$ cat src/rtl/ex_div.sv
`timescale 1ns/1ps
// Iterative radix-2 restoring divider for DIV/DIVU in the execute stage.
// Latency: WIDTH cycles accept-to-ready (1 cycle for a zero divisor).
// Backpressure: start_i is held until ready_o; the result is held in END while
// start_i stays high, and stallreq_o freezes the pipeline while a divide is pending.
// Ports: clk/rst (async active-low), signed_div_i, opdata1_i (dividend), opdata2_i
// (divisor), start_i, annul_i in; result_o {rem,quo}, ready_o, stallreq_o out.
module ex_div #(
    parameter int WIDTH = 32
) (
    input  logic                 clk,
    input  logic                 rst,
    input  logic                 signed_div_i,
    input  logic [WIDTH-1:0]     opdata1_i,
    input  logic [WIDTH-1:0]     opdata2_i,
    input  logic                 start_i,
    input  logic                 annul_i,
    output logic [2*WIDTH-1:0]   result_o,
    output logic                 ready_o,
    output logic                 stallreq_o
);
    localparam int CW = $clog2(WIDTH + 1);

    typedef enum logic [1:0] {S_FREE, S_BYZERO, S_ON, S_END} state_t;

    state_t           r_state;
    state_t           w_next;
    logic [CW-1:0]    r_cnt;
    logic [WIDTH-1:0] r_rem;    // partial remainder
    logic [WIDTH-1:0] r_dvd;    // dividend bits shifting out, quotient bits shifting in
    logic [WIDTH-1:0] r_dvs;    // divisor magnitude
    logic             r_neg_q;
    logic             r_neg_r;

    // Operand magnitudes; for the most negative value the negation wraps to
    // itself, which read as unsigned is the correct magnitude 2^(WIDTH-1).
    logic             w_neg1;
    logic             w_neg2;
    logic [WIDTH-1:0] w_abs1;
    logic [WIDTH-1:0] w_abs2;
    logic             w_accept;

    assign w_neg1   = signed_div_i & opdata1_i[WIDTH-1];
    assign w_neg2   = signed_div_i & opdata2_i[WIDTH-1];
    assign w_abs1   = w_neg1 ? (~opdata1_i + 1'b1) : opdata1_i;
    assign w_abs2   = w_neg2 ? (~opdata2_i + 1'b1) : opdata2_i;
    assign w_accept = start_i & ~annul_i;

    // One restoring step: shift, trial-subtract, keep the difference when the
    // subtract does not borrow (the extra top bit catches the borrow).
    logic [WIDTH:0]   w_prem;
    logic [WIDTH+1:0] w_sub;
    logic             w_ge;
    logic [WIDTH-1:0] w_rem_nx;
    logic [WIDTH-1:0] w_quo_nx;
    logic [WIDTH-1:0] w_rem_fix;
    logic [WIDTH-1:0] w_quo_fix;
    logic             w_last;

    assign w_prem    = {r_rem, r_dvd[WIDTH-1]};
    assign w_sub     = {1'b0, w_prem} - {2'b00, r_dvs};
    assign w_ge      = ~w_sub[WIDTH+1];
    assign w_rem_nx  = w_ge ? w_sub[WIDTH-1:0] : w_prem[WIDTH-1:0];
    assign w_quo_nx  = {r_dvd[WIDTH-2:0], w_ge};
    assign w_rem_fix = r_neg_r ? (~w_rem_nx + 1'b1) : w_rem_nx;
    assign w_quo_fix = r_neg_q ? (~w_quo_nx + 1'b1) : w_quo_nx;
    assign w_last    = (r_cnt == CW'(WIDTH - 1));

    assign stallreq_o = start_i & ~ready_o & ~annul_i;

    always_ff @(posedge clk or negedge rst) begin
        if (!rst) begin
            r_state <= S_FREE;
        end else begin
            r_state <= w_next;
        end
    end

    always_comb begin
        w_next = r_state;
        case (r_state)
            S_FREE: begin
                if (w_accept) begin
                    w_next = (opdata2_i == '0) ? S_BYZERO : S_ON;
                end
            end
            S_BYZERO: w_next = annul_i ? S_FREE : S_END;
            S_ON: begin
                if (annul_i) begin
                    w_next = S_FREE;
                end else if (w_last) begin
                    w_next = S_END;
                end
            end
            S_END: begin
                if (annul_i || !start_i) begin
                    w_next = S_FREE;
                end
            end
            default: w_next = S_FREE;
        endcase
    end

    always_ff @(posedge clk or negedge rst) begin
        if (!rst) begin
            r_cnt    <= '0;
            r_rem    <= '0;
            r_dvd    <= '0;
            r_dvs    <= '0;
            r_neg_q  <= 1'b0;
            r_neg_r  <= 1'b0;
            result_o <= '0;
            ready_o  <= 1'b0;
        end else begin
            case (r_state)
                S_FREE: begin
                    if (w_accept && (opdata2_i != '0)) begin
                        r_cnt   <= '0;
                        r_rem   <= '0;
                        r_dvd   <= w_abs1;
                        r_dvs   <= w_abs2;
                        r_neg_q <= w_neg1 ^ w_neg2;
                        r_neg_r <= w_neg1;
                    end
                end
                S_BYZERO: begin
                    if (!annul_i) begin
                        result_o <= '0;
                        ready_o  <= 1'b1;
                    end
                end
                S_ON: begin
                    if (annul_i) begin
                        r_cnt    <= '0;
                        r_rem    <= '0;
                        r_dvd    <= '0;
                        r_dvs    <= '0;
                        result_o <= '0;
                        ready_o  <= 1'b0;
                    end else begin
                        r_rem <= w_rem_nx;
                        r_dvd <= w_quo_nx;
                        r_cnt <= r_cnt + CW'(1);
                        if (w_last) begin
                            result_o <= {w_rem_fix, w_quo_fix};
                            ready_o  <= 1'b1;
                        end
                    end
                end
                S_END: begin
                    if (annul_i || !start_i) begin
                        result_o <= '0;
                        ready_o  <= 1'b0;
                    end
                end
                default: begin
                    result_o <= '0;
                    ready_o  <= 1'b0;
                end
            endcase
        end
    end
endmodule
$ cat config.mk
export PLATFORM = sky130hd
export DESIGN_NAME = ex_div
export DESIGN_NICKNAME = d
export VERILOG_FILES = /design/src/rtl/ex_div.sv
export SDC_FILE = /design/constraint.sdc
export NUM_CORES = 1
export LEC_CHECK = 0
export CAP_MARGIN = 25
export CORE_ASPECT_RATIO = 1.5
export CORE_MARGIN = 1.5
export CORE_UTILIZATION = 50
export CTS_CLUSTER_SIZE = 30
export DETAILED_ROUTE_END_ITERATION = 12
export HOLD_SLACK_MARGIN = 0.06
export PLACE_DENSITY = 0.76
export REMOVE_ABC_BUFFERS = 1
export SETUP_SLACK_MARGIN = 0.2
export SYNTH_ARGS = -nofsm -noshare
export SYNTH_HDL_FRONTEND = slang
export SYNTH_SLANG_ARGS = --single-unit
$ cat constraint.sdc
create_clock -name clk -period 5.93 [get_ports clk]
set_input_delay 0.593 -clock clk [delete_from_list [all_inputs] [get_ports clk]]
set_output_delay 0.593 -clock clk [all_outputs]
set_load 0.05 [all_outputs]
Word level (Yosys, flattened, before mapping)
Cells that the tools add are included.

cells by class
  equality and inequality tests = 10
  add/sub/neg operators = 6
  bitwise gates (word level) = 13
  reductions and logical operators = 13
  multiplexer cells = 34

operators with widths
  operator                 number
  $mux W32                 11
  $mux W64                 4
  $pmux W32 S2             3
  $pmux W64 S3             1
  $add A32 B1 Y32 const B  4
  $not A32 Y32             4
  $sub A33 B32 Y34         1
  $logic_not A32 Y1        1
  $reduce_bool A32 Y1      1
  $mux W2                  6
  $mux W6                  2
  $pmux W6 S2              1
  $ne A2 B2 Y1 const B     5
  $pmux W2 S4              1
  $add A6 B1 Y6 const B    1
  $eq A6 B5 Y1 const B     1
  $reduce_and A3 Y1        2
  $and A1 B1 Y1            5
  $eq A2 B2 Y1 const B     2
  $mux W1                  4
  $reduce_and A2 Y1        2
  $reduce_and A4 Y1        1
  $ne A3 B3 Y1 const B     1
  $not A1 Y1               3
  9 further kinds          9

word-level totals
  logic and storage cells = 85
  register bits = 171
  output and inout port bits = 66
  input bits = 69

Depth between registers and ports, before layout
  depth after elaboration = 8
  gate-level depth with buffers = 24
  gate-level depth less buffers = 18

Least setup slack after synthesis
OpenSTA, ideal clock, no wires.

  kind = flip-flop to flip-flop
  start = register r_rem[25]
  end = register result_o[58]
  path slack = 0.675 ns
  data required time = 5.834 ns
  setup time = 0.096 ns
  data arrival time = 5.159 ns
  cell stages (with the launch flop) = 23
  path buffers = 6
  path through = dfrtp_1 -> ha_1 -> buf_4 -> nand4_1 -> or4b_1 -> a311oi_2 -> or2_1 -> buf_6 -> buf_6 -> buf_2 -> buf_1 -> buf_2 -> nand2_1 -> o21ai_0 -> ha_1 -> nand2_1 -> nor4_1 -> a41oi_1 -> nor4_2 -> nand3_1 -> o41ai_2 -> xnor2_1 -> o31ai_1

between the ends
  word-level cells in the longest chain between the ends = 8

RTL lines
  item                      line  source
  start: declaration        29    logic [WIDTH-1:0] r_rem;
  start signal: assignment  141   r_rem <= w_rem_nx;
  $sub A33 B32 Y34          61    assign w_sub = {1'b0, w_prem} - {2'b00, r_dvs};
  $mux W32 (*)              63    assign w_rem_nx = w_ge ? w_sub[WIDTH-1:0] : w_prem[WIDTH-1:0];
  $not A32 Y32              65    assign w_rem_fix = r_neg_r ? (~w_rem_nx + 1'b1) : w_rem_nx;
  $add A32 B1 Y32           65
  $mux W32 (*)              65
  $mux W64 (*)              144   if (w_last) begin
  $mux W64 (*)              133   if (annul_i) begin
  $pmux W64 S3 (*)          115   case (r_state)
  end signal: assignment    145   result_o <= {w_rem_fix, w_quo_fix};
  end: declaration          18    output logic [2*WIDTH-1:0] result_o,

Every way passes the cells marked *; elsewhere a longest branch is shown, timed or not. The select of a mux whose other input is x is not followed.
A chain may end at the register's enable or synchronous reset.

Worst setup path in the final report
  start = register r_rem[12]
  end = register result_o[58]

Same word-level chain as after synthesis.

==> metrics.md <==
| Metric | Value |
|---|---|
| Clk pin slew, worst setup/hold paths | about 0.080 ns |
| Die Area | approximately 25000 sq um |
| Unrepaired setup endpoints after global routing | no |
| Final setup fails | 0 |
| Post-synth ARST share | 1.00 |
| I/O Buffers | approximately 130 |
| Gp weighted congestion | between 0.9 and 1 |
| Yosys top cell by area | dfrtp_1 |
| Final setup slack of the worst path | 0.608 ns |
| Synth Flop Type | dfrtp_1 |
| Unique masters post-synth | about 80 |
| Outcome | finished, final reports clean |
| Syn. warnings | 0 |
| Crit path DAT | between 5 and 6 ns |
| H-tree levels | 4 |
| Synth top cells by count | nand2_1, dfrtp_1, o21ai_0 |
| CP Class | register to register |
| Post-Synthesis Cells | ~1500 |
| Die Ht | about 190 um |
| Routed vias | approximately 12000 |
| Most frequent cell after synthesis | nand2_1 |
| Max-cap violation count | 0 |
| Iter 0 DRT Violations | between 800 and 900 |
| Vias in the first global route | 11600 |
| Die Width | ~130 um |
| Mapped Area | 12100 sq um |
| Setup TNS | 0 ns |
| Post-synth top area share | 0.352 |
| Diode count | 0 |
| Post-route DRC | 0 |
| Pin count of the biggest net entering global routing | 78 |
| Cts repair resizes | 0 |
| CTS tree | yes |
| GR Overflow Total | 0 |
| CTS root buffer | clkbuf_16 |
| GR Util All Layers | 0.299 |
| CP max stage cell | a311oi_2 |
| Yosys reg bits | approximately 170 |
| Max Freq | between 150 and 200 MHz |
| Initial Util | 0.512 |
| Core Area | around 24000 sq um |
| Routed wire length | 36800 um |
| Clock Path Buffers | 2 |
| Worst hold path type | input pin to asynchronous set/reset pin |
| Worst Path Buf+Inv | 1 |
| CTS buffer count | 17 |
| Area Growth Syn to Fin | 17.7% |
| Post-route ant nets | 0 |
| Post-CTS Hold Buffers | 0 |
| Final period util | 0.897 |
| Max-slew headroom | 0.259 |
| Sequential area share after synthesis | 0.352 |
| Req. time, crit path | approximately 6.3 ns |
| Top Family by Delay on Critical Path | simple AND/OR/NAND/NOR gates |
| Worst skew pair latency | approximately 0.45 ns |
| Crit-path cells | ha_1 -> nand4_1 -> nor3_1 -> o211ai_1 -> a311oi_2 -> or2_2 -> nand2_1 -> o21ai_0 -> ha_1 -> nand2_1 -> nor4_1 -> buf_4 -> a41oi_1 -> nor4_2 -> nand3_1 -> o41ai_2 -> xnor2_1 -> o31ai_1 |
| Clock Skew | around 0.014 ns |
| Min Tclk post-route | between 5 and 6 ns |
| First-pass GRT wire length | between 50000 and 60000 um |
| Routed vias/inst | around 6 |
| Post-Syn Area per Cell | around 8.3 sq um |
| DR pass1 iterations | 5 |
| Io pins | between 100 and 150 |
| CP Max Fanout | 16 |
| Critical Path Sink Type | register |
| # rows | between 60 and 70 |
| Nets@finish | ~1700 |
| Final hold vios | 0 |
| Worst stage delay on the critical path | about 0.5 ns |
| Post-CTS Setup Repair Bufs | 0 |
| Tightest Pin Transition | approximately 1.1 ns |
| Pre-CTS setup slack | 0.708 ns |
| Startpoint Class | register |
| Initial antenna violation count | 0 |
| Drt wl/cell | 19.4 um |
| CTS Sinks | between 150 and 200 |
| HPWL Detailed | 27400 um |
| Post-synth EDFFs | 0 |
| Share of post-route cells with drive strength above 1 | 0.0520 |
| Ranking of synthesized cells by area | dfrtp_1, nand2_1, o21ai_0 |
| Max-slew violations | 0 |
## worst paths after layout
| kind | start | end | slack [ns] | cells past startpoint |
|---|---|---|---|---|
| min | rst | r_dvs[23] | 0.05 | 1 |
| min in group clk | result_o[49] | result_o[49] | 0.47 | 2 |
| max | r_rem[12] | result_o[58] | 0.61 | 18 |
| max in group asynchronous | rst | result_o[61] | 4.79 | 3 |
| min reg2reg | result_o[49] | result_o[49] | 0.47 | 2 |
| max reg2reg | r_rem[12] | result_o[58] | 0.61 | 18 |
## final cells by class
type | instances | area (sq um)
timing repair buffer | 153 | 1520
clock inverter | 15 | 205
inverter | 57 | 214
multi-input combinational | 1163 | 7260
sequential | 171 | 4280
clock buffer | 17 | 425
tap | 319 | 399
fill | 2169 | 9440
## sequential cells by signal, summed over array words and instances, names as in the netlist
| name | flops |
|---|---|
| r_cnt | 6 |
| result_o | 64 |
| r_dvd | 32 |
| r_state | 2 |
| r_neg_r | 1 |
| r_neg_q | 1 |
| r_dvs | 32 |
| r_rem | 32 |
| ready_o | 1 |
## per-layer routing
| metal | vias up | part of all wire | wire length, um | GRT usage |
|---|---|---|---|---|
| li1 | 5450 | - | - | - |
| met1 | 5545 | 0.37 | 13700 | 0.328 |
| met2 | 404 | 0.52 | 19100 | 0.524 |
| met3 | 127 | 0.047 | 1730 | 0.0497 |
| met4 | 0 | 0.064 | 2350 | 0.189 |
| met5 | - | 0 | 0 | 0 |
## layout by cell type, fill, tap and decap left out, drive strengths merged, types with 42 or more instances in the layout
master / netlist / final
o21ai: 176 / 176
inv: 56 / 63
xor2: 71 / 71
a21oi: 82 / 82
o31ai: 59 / 59
nor2: 91 / 91
xnor2: 66 / 66
nand2: 235 / 235
clkdlybuf4s50: 0 / 133
ha: 42 / 42
dfrtp: 171 / 171
## metrics by stage
stage | instances | util | hold slack [ns] | area, sq um
final | 1895 | 0.602 | 0.0516 | 14300
after global routing | 1895 | 0.602 | 0.0782 | 14300
after CTS | 1895 | 0.602 | 0.0672 | 14300
after detailed placement | 1863 | 0.576 | 0.466 | 13700
after global placement | 1862 | 0.575 | 0.459 | 13600
after floorplan | 1391 | - | 0.297 | 11700
## worst register-to-register path, cell delays in order, from the launching register on
cell and delay (ns):
dfrtp_1 0.43, ha_1 0.47, nand4_1 0.21, nor3_1 0.28, o211ai_1 0.20, a311oi_2 0.51, or2_2 0.43, nand2_1 0.11
o21ai_0 0.16, ha_1 0.31, nand2_1 0.07, nor4_1 0.36, buf_4 0.20, a41oi_1 0.19, nor4_2 0.32, nand3_1 0.25
o41ai_2 0.43, xnor2_1 0.12, o31ai_1 0.19
## logic make-up (layout without fill, tap and decap cells)
logic type | Yosys count | in the layout | share of synthesized area
compound gates | 471 | 471 | 0.250
xor+xnor | 137 | 137 | 0.0988
fa+ha+maj | 43 | 43 | 0.0449
buf+inv | 138 | 242 | 0.0506
flops | 171 | 171 | 0.352
mux | 18 | 18 | 0.0151
simple gates | 494 | 494 | 0.188
Power is left out: the tool's default activity adds up to more than one toggle a clock period on the data nets, which glitch-free logic cannot reach.
